===== src/rtl/isp_dram_rd_sched_if.sv =====
// isp_dram_rd_sched_if: AXI4 read address/data channel plus tagged pixel stream.
// master = scheduler side, slave = pseudo-DRAM / datapath side.
interface isp_dram_rd_sched_if #(
  parameter int ADDR_W = 32,
  parameter int DATA_W = 128
);
  logic [ADDR_W-1:0] araddr;
  logic [7:0]        arlen;
  logic              arvalid;
  logic              arready;
  logic [DATA_W-1:0] rdata;
  logic [1:0]        rresp;
  logic              rlast;
  logic              rvalid;
  logic              rready;
  logic              pix_valid;
  logic              pix_ready;
  logic [DATA_W-1:0] pix_data;
  logic [1:0]        pix_ch;
  logic [4:0]        pix_row;
  logic              pix_half;

  modport master (
    output araddr, arlen, arvalid,
    input  arready,
    input  rdata, rresp, rlast, rvalid,
    output rready,
    output pix_valid, pix_data, pix_ch, pix_row, pix_half,
    input  pix_ready
  );

  modport slave (
    input  araddr, arlen, arvalid,
    output arready,
    output rdata, rresp, rlast, rvalid,
    input  rready,
    input  pix_valid, pix_data, pix_ch, pix_row, pix_half,
    output pix_ready
  );
endinterface


===== src/rtl/isp_dram_rd_sched.sv =====
// isp_dram_rd_sched: issues one read burst per colour channel (R, G, B)
// and forwards the returned beats tagged with channel/row/half.
module isp_dram_rd_sched #(
  parameter int          ADDR_W     = 32,
  parameter int          DATA_W     = 128,
  parameter int unsigned BASE_ADDR  = 32'h10000,
  parameter int          IMG_DIM    = 32,
  parameter int          FOCUS_ROW0 = 13,
  parameter int          FOCUS_ROWS = 6
) (
  input  logic       clk,
  input  logic       rst,
  input  logic       start,
  input  logic [3:0] pic_no,
  input  logic       mode,
  output logic       busy,
  output logic       done,
  output logic       err,
  isp_dram_rd_sched_if.master bus
);

  localparam int BPB       = DATA_W / 8;
  localparam int BPR       = IMG_DIM / BPB;
  localparam int CH_BYTES  = IMG_DIM * IMG_DIM;
  localparam int PIC_BYTES = 3 * CH_BYTES;
  localparam int FULL_LEN  = IMG_DIM * IMG_DIM / BPB - 1;
  localparam int FOCUS_LEN = FOCUS_ROWS * IMG_DIM / BPB - 1;

  typedef enum logic [1:0] {
    IDLE,
    ADDR,
    DATA,
    DONE
  } state_t;

  state_t state, state_d;

  logic [3:0] pic_q;
  logic       mode_q;
  logic [1:0] ch;
  logic [7:0] beat;
  logic [4:0] row0;

  logic acc;
  logic ar_fire;
  logic r_fire;
  logic last_beat;
  logic end_burst;
  logic bad;

  function automatic logic [ADDR_W-1:0] addr_of(
    input logic [3:0] p,
    input logic       m,
    input logic [1:0] c
  );
    logic [ADDR_W-1:0] r;
    r = m ? '0 : ADDR_W'(FOCUS_ROW0);
    return ADDR_W'(BASE_ADDR)
         + ADDR_W'(p) * ADDR_W'(PIC_BYTES)
         + ADDR_W'(c) * ADDR_W'(CH_BYTES)
         + r * ADDR_W'(IMG_DIM);
  endfunction

  function automatic logic [7:0] len_of(input logic m);
    return m ? 8'(FULL_LEN) : 8'(FOCUS_LEN);
  endfunction

  // state register; reset abandons any burst in flight
  always_ff @(posedge clk or posedge rst) begin
    if (rst) state <= IDLE;
    else     state <= state_d;
  end

  // next state, handshake decode and status outputs
  always_comb begin
    state_d       = state;
    acc           = 1'b0;
    ar_fire       = 1'b0;
    r_fire        = 1'b0;
    last_beat     = 1'b0;
    end_burst     = 1'b0;
    bad           = 1'b0;
    busy          = 1'b0;
    done          = 1'b0;
    bus.arvalid   = 1'b0;
    bus.rready    = 1'b0;
    bus.pix_valid = 1'b0;
    case (state)
      IDLE: begin
        if (start) begin
          acc     = 1'b1;
          state_d = ADDR;
        end
      end
      ADDR: begin
        busy        = 1'b1;
        bus.arvalid = 1'b1;
        if (bus.arready) begin
          ar_fire = 1'b1;
          state_d = DATA;
        end
      end
      DATA: begin
        busy          = 1'b1;
        bus.rready    = bus.pix_ready;
        bus.pix_valid = bus.rvalid;
        r_fire        = bus.rvalid && bus.pix_ready;
        last_beat     = (beat == bus.arlen);
        if (r_fire) begin
          end_burst = last_beat || bus.rlast;
          bad = (bus.rresp != 2'b00)
              || (bus.rlast && !last_beat)
              || (!bus.rlast && last_beat);
          if (end_burst) state_d = (ch == 2'd2) ? DONE : ADDR;
        end
      end
      DONE: begin
        done    = 1'b1;
        state_d = IDLE;
      end
      default: state_d = IDLE;
    endcase
  end

  // request latch, burst address/length, channel and beat counters, error flag
  always_ff @(posedge clk or posedge rst) begin
    if (rst) begin
      pic_q      <= '0;
      mode_q     <= 1'b0;
      ch         <= '0;
      beat       <= '0;
      err        <= 1'b0;
      bus.araddr <= '0;
      bus.arlen  <= '0;
    end else begin
      if (acc) begin
        pic_q      <= pic_no;
        mode_q     <= mode;
        ch         <= '0;
        err        <= 1'b0;
        bus.araddr <= addr_of(pic_no, mode, 2'd0);
        bus.arlen  <= len_of(mode);
      end
      if (ar_fire) beat <= '0;
      if (r_fire) begin
        beat <= beat + 8'd1;
        if (bad) err <= 1'b1;
        if (end_burst && ch != 2'd2) begin
          ch         <= ch + 2'd1;
          bus.araddr <= addr_of(pic_q, mode_q, ch + 2'd1);
        end
      end
    end
  end

  assign row0         = mode_q ? 5'd0 : 5'(FOCUS_ROW0);
  assign bus.pix_data = bus.rdata;
  assign bus.pix_ch   = ch;
  assign bus.pix_row  = row0 + 5'(beat / 8'(BPR));
  assign bus.pix_half = 1'(beat % 8'(BPR));

endmodule

===== src/flat_wrapper.sv =====
// flat-port wrapper written by rule: the top's interface ports become plain ports
module isp_dram_rd_sched_flat 
#(
  parameter int          ADDR_W     = 32,
  parameter int          DATA_W     = 128,
  parameter int unsigned BASE_ADDR  = 32'h10000,
  parameter int          IMG_DIM    = 32,
  parameter int          FOCUS_ROW0 = 13,
  parameter int          FOCUS_ROWS = 6
)
  (clk, rst, start, pic_no, mode, busy, done, err, bus_araddr, bus_arlen, bus_arvalid, bus_arready, bus_rdata, bus_rresp, bus_rlast, bus_rvalid, bus_rready, bus_pix_valid, bus_pix_data, bus_pix_ch, bus_pix_row, bus_pix_half, bus_pix_ready);
  isp_dram_rd_sched_if #(.ADDR_W(ADDR_W), .DATA_W(DATA_W)) bus_i ();
  input  logic clk;
  input  logic rst;
  input  logic start;
  input  logic [3:0] pic_no;
  input  logic mode;
  output logic busy;
  output logic done;
  output logic err;
  output wire logic [$bits(bus_i.araddr)-1:0] bus_araddr;
  output wire logic [$bits(bus_i.arlen)-1:0] bus_arlen;
  output wire logic [$bits(bus_i.arvalid)-1:0] bus_arvalid;
  input wire logic [$bits(bus_i.arready)-1:0] bus_arready;
  input wire logic [$bits(bus_i.rdata)-1:0] bus_rdata;
  input wire logic [$bits(bus_i.rresp)-1:0] bus_rresp;
  input wire logic [$bits(bus_i.rlast)-1:0] bus_rlast;
  input wire logic [$bits(bus_i.rvalid)-1:0] bus_rvalid;
  output wire logic [$bits(bus_i.rready)-1:0] bus_rready;
  output wire logic [$bits(bus_i.pix_valid)-1:0] bus_pix_valid;
  output wire logic [$bits(bus_i.pix_data)-1:0] bus_pix_data;
  output wire logic [$bits(bus_i.pix_ch)-1:0] bus_pix_ch;
  output wire logic [$bits(bus_i.pix_row)-1:0] bus_pix_row;
  output wire logic [$bits(bus_i.pix_half)-1:0] bus_pix_half;
  input wire logic [$bits(bus_i.pix_ready)-1:0] bus_pix_ready;
  assign bus_araddr = bus_i.araddr;
  assign bus_arlen = bus_i.arlen;
  assign bus_arvalid = bus_i.arvalid;
  assign bus_i.arready = bus_arready;
  assign bus_i.rdata = bus_rdata;
  assign bus_i.rresp = bus_rresp;
  assign bus_i.rlast = bus_rlast;
  assign bus_i.rvalid = bus_rvalid;
  assign bus_rready = bus_i.rready;
  assign bus_pix_valid = bus_i.pix_valid;
  assign bus_pix_data = bus_i.pix_data;
  assign bus_pix_ch = bus_i.pix_ch;
  assign bus_pix_row = bus_i.pix_row;
  assign bus_pix_half = bus_i.pix_half;
  assign bus_i.pix_ready = bus_pix_ready;
  isp_dram_rd_sched #(.ADDR_W(ADDR_W), .DATA_W(DATA_W), .BASE_ADDR(BASE_ADDR), .IMG_DIM(IMG_DIM), .FOCUS_ROW0(FOCUS_ROW0), .FOCUS_ROWS(FOCUS_ROWS)) u_core (.clk(clk), .rst(rst), .start(start), .pic_no(pic_no), .mode(mode), .busy(busy), .done(done), .err(err), .bus(bus_i));
endmodule

===== config.mk =====
export PLATFORM = sky130hd
export DESIGN_NAME = isp_dram_rd_sched_flat
export DESIGN_NICKNAME = d
export VERILOG_FILES = /design/src/rtl/isp_dram_rd_sched_if.sv /design/src/rtl/isp_dram_rd_sched.sv /design/src/flat_wrapper.sv
export SDC_FILE = /design/constraint.sdc
export NUM_CORES = 1
export LEC_CHECK = 0
export CORE_AREA = 2 2 124 126
export CTS_BUF_LIST = sky130_fd_sc_hd__clkbuf_8
export DETAILED_ROUTE_END_ITERATION = 12
export DIE_AREA = 0 0 126 128
export MAX_ROUTING_LAYER = met4
export PLACE_DENSITY = 0.67
export SLEW_MARGIN = 40
export SYNTH_ARGS = -nofsm -noshare
export SYNTH_HDL_FRONTEND = slang
export SYNTH_SLANG_ARGS = --single-unit

===== constraint.sdc =====
create_clock -name clk -period 2.66 [get_ports clk]
set_input_delay 0.665 -clock clk [delete_from_list [all_inputs] [get_ports clk]]
set_output_delay 0.665 -clock clk [all_outputs]
set_load 0.01 [all_outputs]

Word-level counts from Yosys, hierarchy flattened
Index checks and enable logic that the tools add are counted.

storage, ports and cells
  register bits = 58
  bits in latches = 0
  RAM bits = 0
  bits in read-only memories = 0
  input port bits = 142
  output and inout bits = 182
  logic and storage cells = 77
  memories kept = 0

operators by class
  $add $sub $neg = 8
  multiply operators = 2
  div/mod/pow operators = 0
  order comparisons = 0
  equality and inequality tests = 10
  shift-type cells = 0
  multiplexer cells = 35
  bitwise operators = 0
  reduce and logical (&&, ||, !) cells = 14

operators with widths
  cell                      number
  $mux W32                  3
  $add A32 B32 Y32          2
  $add A17 B16 Y18 const A  2
  $add A32 B12 Y32          1
  $mux W1                   17
  $mux W2                   8
  $mux W8                   2
  $mul A4 B2 Y6 const B     2
  $mux W4                   3
  $add A8 B1 Y8 const B     1
  $eq A8 B8 Y1              1
  $pmux W2 S4               1
  $eq A2 B2 Y1 const B      3
  $mux W6                   1
  $ne A2 B2 Y1 const B      3
  $add A5 B5 Y5             1
  $logic_and A1 B1 Y1       4
  $ne A2 B1 Y1 const B      2
  $reduce_and A4 Y1         1
  $reduce_bool A2 Y1        2
  $logic_or A1 B1 Y1        3
  $add A2 B1 Y2 const B     1
  $eq A2 B1 Y1 const B      1
  $logic_not A1 Y1          2
  other kinds (2)           2

Depth between registers and ports, before layout
Gate-level depths: netlist of run 1.

  depth in word-level cells = 9
  mapped depth = 9
  mapped depth without buffers = 9

Least setup slack after synthesis of run 1
OpenSTA, ideal clock, no wires.

  path type = register -> register
  start point = register u_core.bus.arlen[4]
  end point = register u_core.bus.araddr[16]
  setup time = 137 ps
  arrival time = 2113 ps
  required time = 2523 ps
  setup slack = 410 ps
  stages on the path, launching flop included = 9
  buffers on the path = 1
  period minus slack after synthesis = 2250 ps
  cells stage by stage = dfrtp_1 > inv_1 > ha_1 > or3b_2 > a221oi_2 > o21ai_2 > buf_6 > a211oi_2 > a32oi_1

between the ends
  word-level cells in the longest chain between the ends = 7

ends and longest elaborated chain
  element                 RTL line                    text
  start, declared         isp_dram_rd_sched_if.sv:24  output araddr, arlen, arvalid,
  start signal, assigned  isp_dram_rd_sched.sv:142    bus.arlen <= len_of(mode);
  $eq A8 B8 Y1            isp_dram_rd_sched.sv:108    last_beat = (beat == bus.arlen);
  $logic_or A1 B1 Y1      isp_dram_rd_sched.sv:110    end_burst = last_beat || bus.rlast;
  $mux W1                 isp_dram_rd_sched.sv:109    if (r_fire) begin
  $mux W1                 isp_dram_rd_sched.sv:88     case (state)
  $logic_and A1 B1 Y1     isp_dram_rd_sched.sv:148    if (end_burst && ch != 2'd2) begin
  $mux W32                isp_dram_rd_sched.sv:148
  $mux W32                isp_dram_rd_sched.sv:145    if (r_fire) begin
  end signal, assigned    isp_dram_rd_sched.sv:141    bus.araddr <= addr_of(pic_no, mode, 2'd0);
  end signal, assigned    isp_dram_rd_sched.sv:150    bus.araddr <= addr_of(pic_q, mode_q, ch + 2'd1);
  end, declared           isp_dram_rd_sched_if.sv:24

Every way passes these cells.
A chain may end at the register's enable or synchronous reset.

Worst setup path in the final report of run 1
  start point = input bus_rvalid
  end point = output bus_pix_valid

between the ends
  word-level cells in the longest chain between the ends = 1

ends and longest elaborated chain
  element          RTL line                 text
  start, declared  flat_wrapper.sv:28       input wire logic [$bits(bus_i.rvalid)-1:0] bus_rvalid;
  $mux W1          isp_dram_rd_sched.sv:88
  end, declared    flat_wrapper.sv:30       output wire logic [$bits(bus_i.pix_valid)-1:0] bus_pix_valid;

Every way passes these cells.

==> results.md, run 1 <==
* Status: finished clean
* Dominant cells by area after synthesis: dfrtp_1 (34%), buf_4 (27%), ha_1 (7.6%)
* Seq/Total Area, Yosys at between 30 and 40%
* Worst Tran Pin Value at 0.673 ns
* Most frequent cells after synthesis: buf_4 (135), dfrtp_1 (51), and3_1 (23), ha_1 (23), nand2_1 (17)
* Layout cells sized above 1 at a little under 10%
* Lkg Pwr at 1.78 nW
* DP Worst Slack at 0.149 ns
* Port Buffers at 65
* Final clock skew at around 0.013 ns
* Power Density at 906 nW/um^2
* Crit-path cells: clkdlybuf4s50_1 -> and2_1 -> clkdlybuf4s50_1
* ANT cells at 0
* YS warnings at 0
* Post-CTS Hold Buffers at 0
* Worst path slowest cell: clkdlybuf4s50_1
* Final WL at 9.36 mm
* Worst EP arrival at ~1.9 ns
* CTS tree: done
* EDFF count, synth at 0
* Worst Path Required at 2.00 ns
* Rel. slew slack at 55.1%
* Yosys top cell area share at 33.6%
* TNS Setup at 0 ns
* Starting Density at 25.5%
* Ys async rst share at 100%
* Routed via count at 2,372
* Drt pass-1 iters at 4
* CP Capture Type: output pin
* Fin worst setup slack at ~0.15 ns
* Clock power frac at approximately 14%
* Width of the die at 126 um
* Hold Vio Cnt, Final at 0
* CTS Buf Count at 5
* Area Growth Syn to Fin at -0.165%
* Dpl hpwl at about 7.5 mm
* Cells after synthesis at ~400
* Routability Congestion at between 0.8 and 0.9
* H-tree depth at 2
* Core footprint at roughly 15,000 um^2
* RSZ-0062 raised after global routing: no
* MaxCap Viol Count at 0
* Final ANT Viol Nets at 0
* Top cell type by total area after synthesis: dfrtp_1
* Hold Crit Class: register to register
* Critical path class: input pin to output pin
* CP peak stage delay at 0.53 ns
* CP most frequent cell: clkdlybuf4s50_1
* Cell area after synthesis at 3790 um^2
* First-pass GRT wire length at 13.8 mm
* Final worst path period need at 2.51 ns
* Switching Power at 1.38 mW
* DIE AREA at ~16,000 um^2
* Seq pwr share at a little under a third
* Final net count at 503
* CP Launch Type: input pin
* Post-synth top flop: dfrtp_1
* Switching share of power at approximately two fifths
* GR Overflow Total at 0
* Die Ht at 128 um
* Clock root cell: clkbuf_8
* Insertion delay to the later sink of the worst-skew pair at 0.33 ns
* CTS Buffer Depth at 2
* Initial DRC count at just under 80
* Synthesized area per cell at about 9.5 um^2
* Combinational Power Share at 54.6%
* GRT Overall Usage at 11.5%
* Tcrit/Tclk final at 94.4%
* Power Internal at 2.05 mW
* Yosys reg bits at 51
* Clock sink total at 51
* DRC errors left at 0
* Core Rows at 45
* Most frequent cell after synthesis: buf_4
* VDD IR max at just under 0.0003 V
* Initial antenna violation count at 0
* Largest net degree at the start of global routing at 52
* I/O Pins at 324
* Via density at 4.53
* Slew Limit Fails at 0
* Fmax at between 300 and 400 MHz
* Synth unique cells at 48
* CTS clk-pin slew, worst paths at around 0.1 ns
* Count of final setup violators at 0
* Crit-path max FO at 4
* Number of global-route vias before repair at 2,326
* Avg WL per Cell at 17.9 um
[power by group through the flow]
stage	Combinational [mW]	Sequential, mW	Clock (mW)
final	1.87	1.08	0.481
after global routing	2.06	1.11	0.551
after CTS	1.89	1.08	0.520
after detailed placement	1.87	1.09	0
after global placement	1.83	1.09	0
after floorplan	1.35	1.11	0
[path summary, 6_finish.rpt]
kind,from,cells past startpoint,endpoint,slack (ns)
worst max-delay path,bus_rvalid,3,bus_pix_valid,0.15
worst min-delay path,u_core.beat[7],1,u_core.beat[7],0.48
worst max register to register,u_core.beat[4],6,u_core.bus.pix_ch[0],0.17
worst min register to register,u_core.beat[7],1,u_core.beat[7],0.48
max in group asynchronous,rst,3,u_core.bus.araddr[21],1.71
min in group asynchronous,rst,3,u_core.bus.araddr[3],0.69
[per-layer routing]
metal	vias up	wire [um]	part of all wire, %	global-route usage, %
li1	1075	-	-	-
met1	1090	3280	35	11.3
met4	0	369	3.9	5.17
met2	160	4400	47	17.9
met5	-	0	0	-
met3	47	1310	14	7.55
[area by class of cell]
type / instances / area, um^2
fillers: 1610 / 11100
multi-input cells: 188 / 1400
flip-flops and latches: 51 / 1280
repair buffers: 75 / 734
well taps: 188 / 235
clock buffers: 6 / 82.6
inverters: 14 / 52.6
clock inverters: 2 / 12.5
[per-stage QoR]
stage / cell area, um^2 / power (mW) / hold slack (ns) / utilization [%] / std cells
after floorplan: 3800 / 2.46 / 0.444 / - / 400
after CTS: 3790 / 3.49 / 0.492 / 25.5 / 524
after global routing: 3790 / 3.71 / 0.516 / 25.5 / 524
final: 3790 / 3.43 / 0.481 / 25.5 / 524
after global placement: 3700 / 2.92 / 0.465 / 24.9 / 516
after detailed placement: 3700 / 2.97 / 0.473 / 24.9 / 516
[cell usage in the layout (no fill, tap or decap), types with 2 or more instances in the layout]
cell / Yosys / layout
fa_1: 3 / 3
buf_4: 135 / 9
mux2i_1: 6 / 6
o211ai_1: 2 / 2
mux2_2: 6 / 6
a2bb2oi_1: 3 / 3
inv_1: 14 / 14
o31ai_1: 2 / 2
xor2_1: 6 / 6
nor3_1: 4 / 4
ha_1: 23 / 23
a21o_1: 2 / 2
nand3_1: 9 / 9
clkbuf_8: 0 / 6
xnor2_1: 7 / 7
o21ai_0: 10 / 10
conb_1: 1 / 2
nand2_1: 17 / 17
clkdlybuf4s50_1: 0 / 62
nand4_1: 3 / 3
a21oi_1: 15 / 15
dfrtp_1: 51 / 51
or3b_2: 2 / 2
o21ai_2: 2 / 2
and2_1: 7 / 7
o21bai_1: 2 / 2
and3_1: 23 / 23
nor2b_1: 2 / 2
a31oi_1: 2 / 2
nor2_1: 11 / 11
[critical path, delay by kind of cell]
family	cells	cell delay [ns]
buffers and inverters	2	1.04
and+or+nand+nor	1	0.14
[cell families (layout without fill, tap and decap cells)]
logic type | count (synthesis) | after routing | share of synthesized area, %
mux | 12 | 12 | 3.36
fa+ha+maj | 26 | 26 | 9.17
buf+inv | 161 | 97 | 29.7
simple gates | 85 | 85 | 12.1
xor+xnor | 13 | 13 | 3.00
other cells | 1 | 2 | 0.0988
compound gates | 50 | 50 | 8.90
flops | 51 | 51 | 33.6
[registers in the layout (all words and copies together) (netlist names)]
register           flops
u_core.state           2
u_core.err             1
u_core.bus.pix_ch      2
u_core.bus.araddr     32
u_core.pic_q           4
u_core.bus.arlen       2
u_core.beat            8
[repair_timing]
item / in CTS / in global routing
endpoints found under the setup margin: 2 / 2
gates resized for setup: 2 / 3
setup buffers: 0 / 0
Power figures use the tool's default switching activity.
==> run 2: changes to the inputs <==
MAX_ROUTING_LAYER = unset   (was met4)
==> run 2 against run 1 <==
Fmax barely moved. Via count rose by 0.76%. Global-route usage fell by 0.32 points. Clock skew fell by 0.0013 ns. Sequential power barely moved. Clock-buffer cell count did not move. First-iteration DRC count fell by 16%. Setup slack improved by 0.00082 ns. Routed wire length fell by 0.17%.
==> results.md, run 2 (synthesis results as in run 1) <==
* CP Capture Type: output pin
* CP bufs+invs at 2
* Core footprint at 14,900 um^2
* Final WL at 9.34 mm
* Worst path slowest cell: clkdlybuf4s50_1
* GR Overflow Total at 0
* RSZ-0062 raised after global routing: no
* Hold Vio Cnt, Final at 0
* Core Rows at 45
* Insertion delay to the later sink of the worst-skew pair at roughly 0.32 ns
* Largest net degree at the start of global routing at 52
* Max FFs per register at 32
* Rel. slew slack at a little under three fifths
* Fmax at 399 MHz
* DIE AREA at 16,100 um^2
* First-pass GRT wire length at roughly 14 mm
* CP startpoint: bus_rvalid
* R2r setup slk at 0.19 ns
* Status: finished clean
* Dpl hpwl at 7.54 mm
* CTS Buffer Depth at 2
* Power Internal at 2.05 mW
* Largest regs: u_core.bus.araddr x32, u_core.beat x8, u_core.pic_q x4
* Clock sink total at 51
* GRT Overall Usage at 11.2%
* DRC errors left at 0
* Drt pass-1 iters at 4
* Area Growth Syn to Fin at -0.165%
* Largest register by flop count: u_core.bus.araddr
* Worst-case reg-to-reg path depth at 6
* Clock root cell: clkbuf_8
* Die Ht at 128 um
* Combinational Power Share at 54.4%
* Lkg Pwr at between 1.5 and 2 nW
* H-tree depth at 2
* Layout cells sized above 1 at 9.82%
* Final net count at 503
* Tcrit/Tclk final at 94.3%
* WHS at 0.481 ns
* Final ANT Viol Nets at 0
* Reg2Reg Capture Point: u_core.bus.pix_ch[0]
* Final worst path period need at 2.51 ns
* Starting Density at between 20 and 30%
* CP peak stage delay at 0.53 ns
* Worst hold endpoint: u_core.beat[7]
* CTS clk-pin slew, worst paths at 0.10 ns
* Switching share of power at 40.2%
* Hold path cells at 1
* CP most frequent cell: clkdlybuf4s50_1
* Crit-path cells: clkdlybuf4s50_1 -> and2_1 -> clkdlybuf4s50_1
* Routed via count at approximately 2,400
* Width of the die at 126 um
* Worst Tran Pin Value at between 0.6 and 0.7 ns
* Critical path class: input pin to output pin
* Via density at 4.56
* MaxCap Viol Count at 0
* CTS tree: done
* VDD IR max at 0.000294 V
* RR Startpoint: u_core.beat[4]
* Worst EP arrival at approximately 1.8 ns
* ANT cells at 0
* Crit-path max FO at 4
* Initial antenna violation count at 0
* Avg WL per Cell at 17.8 um
* TNS Setup at 0 ns
* Delay-heaviest family, CP: buffers and inverters
* Seq pwr share at 31.5%
* Worst Path Required at 2.00 ns
* Count of final setup violators at 0
* Number of global-route vias before repair at 2,321
* Routability Congestion at 0.823
* Slew Limit Fails at 0
* CP Launch Type: input pin
* Switching Power at 1.37 mW
* Power Density at 903 nW/um^2
* CTS Buf Count at 5
* Hold Crit Class: register to register
* Most frequent cells in the layout: clkdlybuf4s50_1 (62), dfrtp_1 (51), and3_1 (23), ha_1 (23), nand2_1 (17)
* Port Buffers at between 60 and 70
* Clock power frac at around 14%
* I/O Pins at 324
* Initial DRC count at 65
* Final clock skew at 0.0119 ns
* Most common cell after layout, fill and taps aside: clkdlybuf4s50_1
* Hold Startpoint: u_core.beat[7]
-- run 2: cell counts in the layout (fill, tap and decap cells not counted) --
No cell type changed its count.
-- run 2: final cells by class --
class                      instances  area [um^2]
fill                            1610        11100
multi-input combinational        188         1400
sequential                        51         1280
timing repair buffer              75          734
tap                              188          235
clock buffer                       6         82.6
inverter                          14         52.6
clock inverter                     2         12.5
-- run 2: stage by stage --
| step | cells | util (%) | instance area, um^2 | worst slack [ns] | power [mW] |
|---|---|---|---|---|---|
| after floorplan | 400 | - | 3800 | 0.410 | 2.46 |
| after CTS | 524 | 25.5 | 3790 | 0.0291 | 3.49 |
| final | 524 | 25.5 | 3790 | 0.151 | 3.42 |
| after global placement | 516 | 24.9 | 3700 | 0.165 | 2.92 |
| after detailed placement | 516 | 24.9 | 3700 | 0.149 | 2.97 |
| after global routing | 524 | 25.5 | 3790 | 0.0316 | 3.71 |
-- run 2: worst max-delay path by stage --
stage / to / depth (start not counted) / slack [ns]
after floorplan: u_core.bus.araddr[16] / 8 / 0.41
after global placement: bus_pix_row[4] / 7 / 0.16
after detailed placement: bus_pix_valid / 3 / 0.15
after CTS: bus_pix_row[4] / 7 / 0.03
after global routing: bus_pix_row[4] / 7 / 0.03
final: bus_pix_valid / 3 / 0.15
-- run 2: per-layer routing --
metal | global-route usage, % | vias to the layer above | share of wire [%]
met1 | 11.1 | 1108 | 34
met4 | 5.17 | 0 | 3.9
li1 | - | 1074 | -
met2 | 17.9 | 162 | 47
met3 | 7.85 | 46 | 15
met5 | 0 | - | 0
-- run 2: power by group through the flow --
stage | sequential [mW] | clock, mW | combinational (mW)
floorplan | 1.11 | 0 | 1.35
global placement | 1.09 | 0 | 1.83
detailed placement | 1.09 | 0 | 1.87
CTS | 1.08 | 0.520 | 1.89
global route | 1.11 | 0.553 | 2.06
finish | 1.08 | 0.481 | 1.86
-- run 2: worst register-to-register path, delay by kind of cell (launching register included) --
kind                     cells  cell delay [ns]
AND/OR/NAND/NOR              2             0.72
adder cells (fa/ha/maj)      1             0.39
flip-flops                   1             0.46
AO/OA/AOI/OAI                2             0.53
multiplexers                 1             0.26
-- run 2: what timing repair did --
item                       CTS  global route
hold buffers                 0             0
gates resized for setup      2             3
setup endpoints to repair    2             2
setup buffers                0             0
gates cloned                 0             0
hold endpoints to repair     0             0
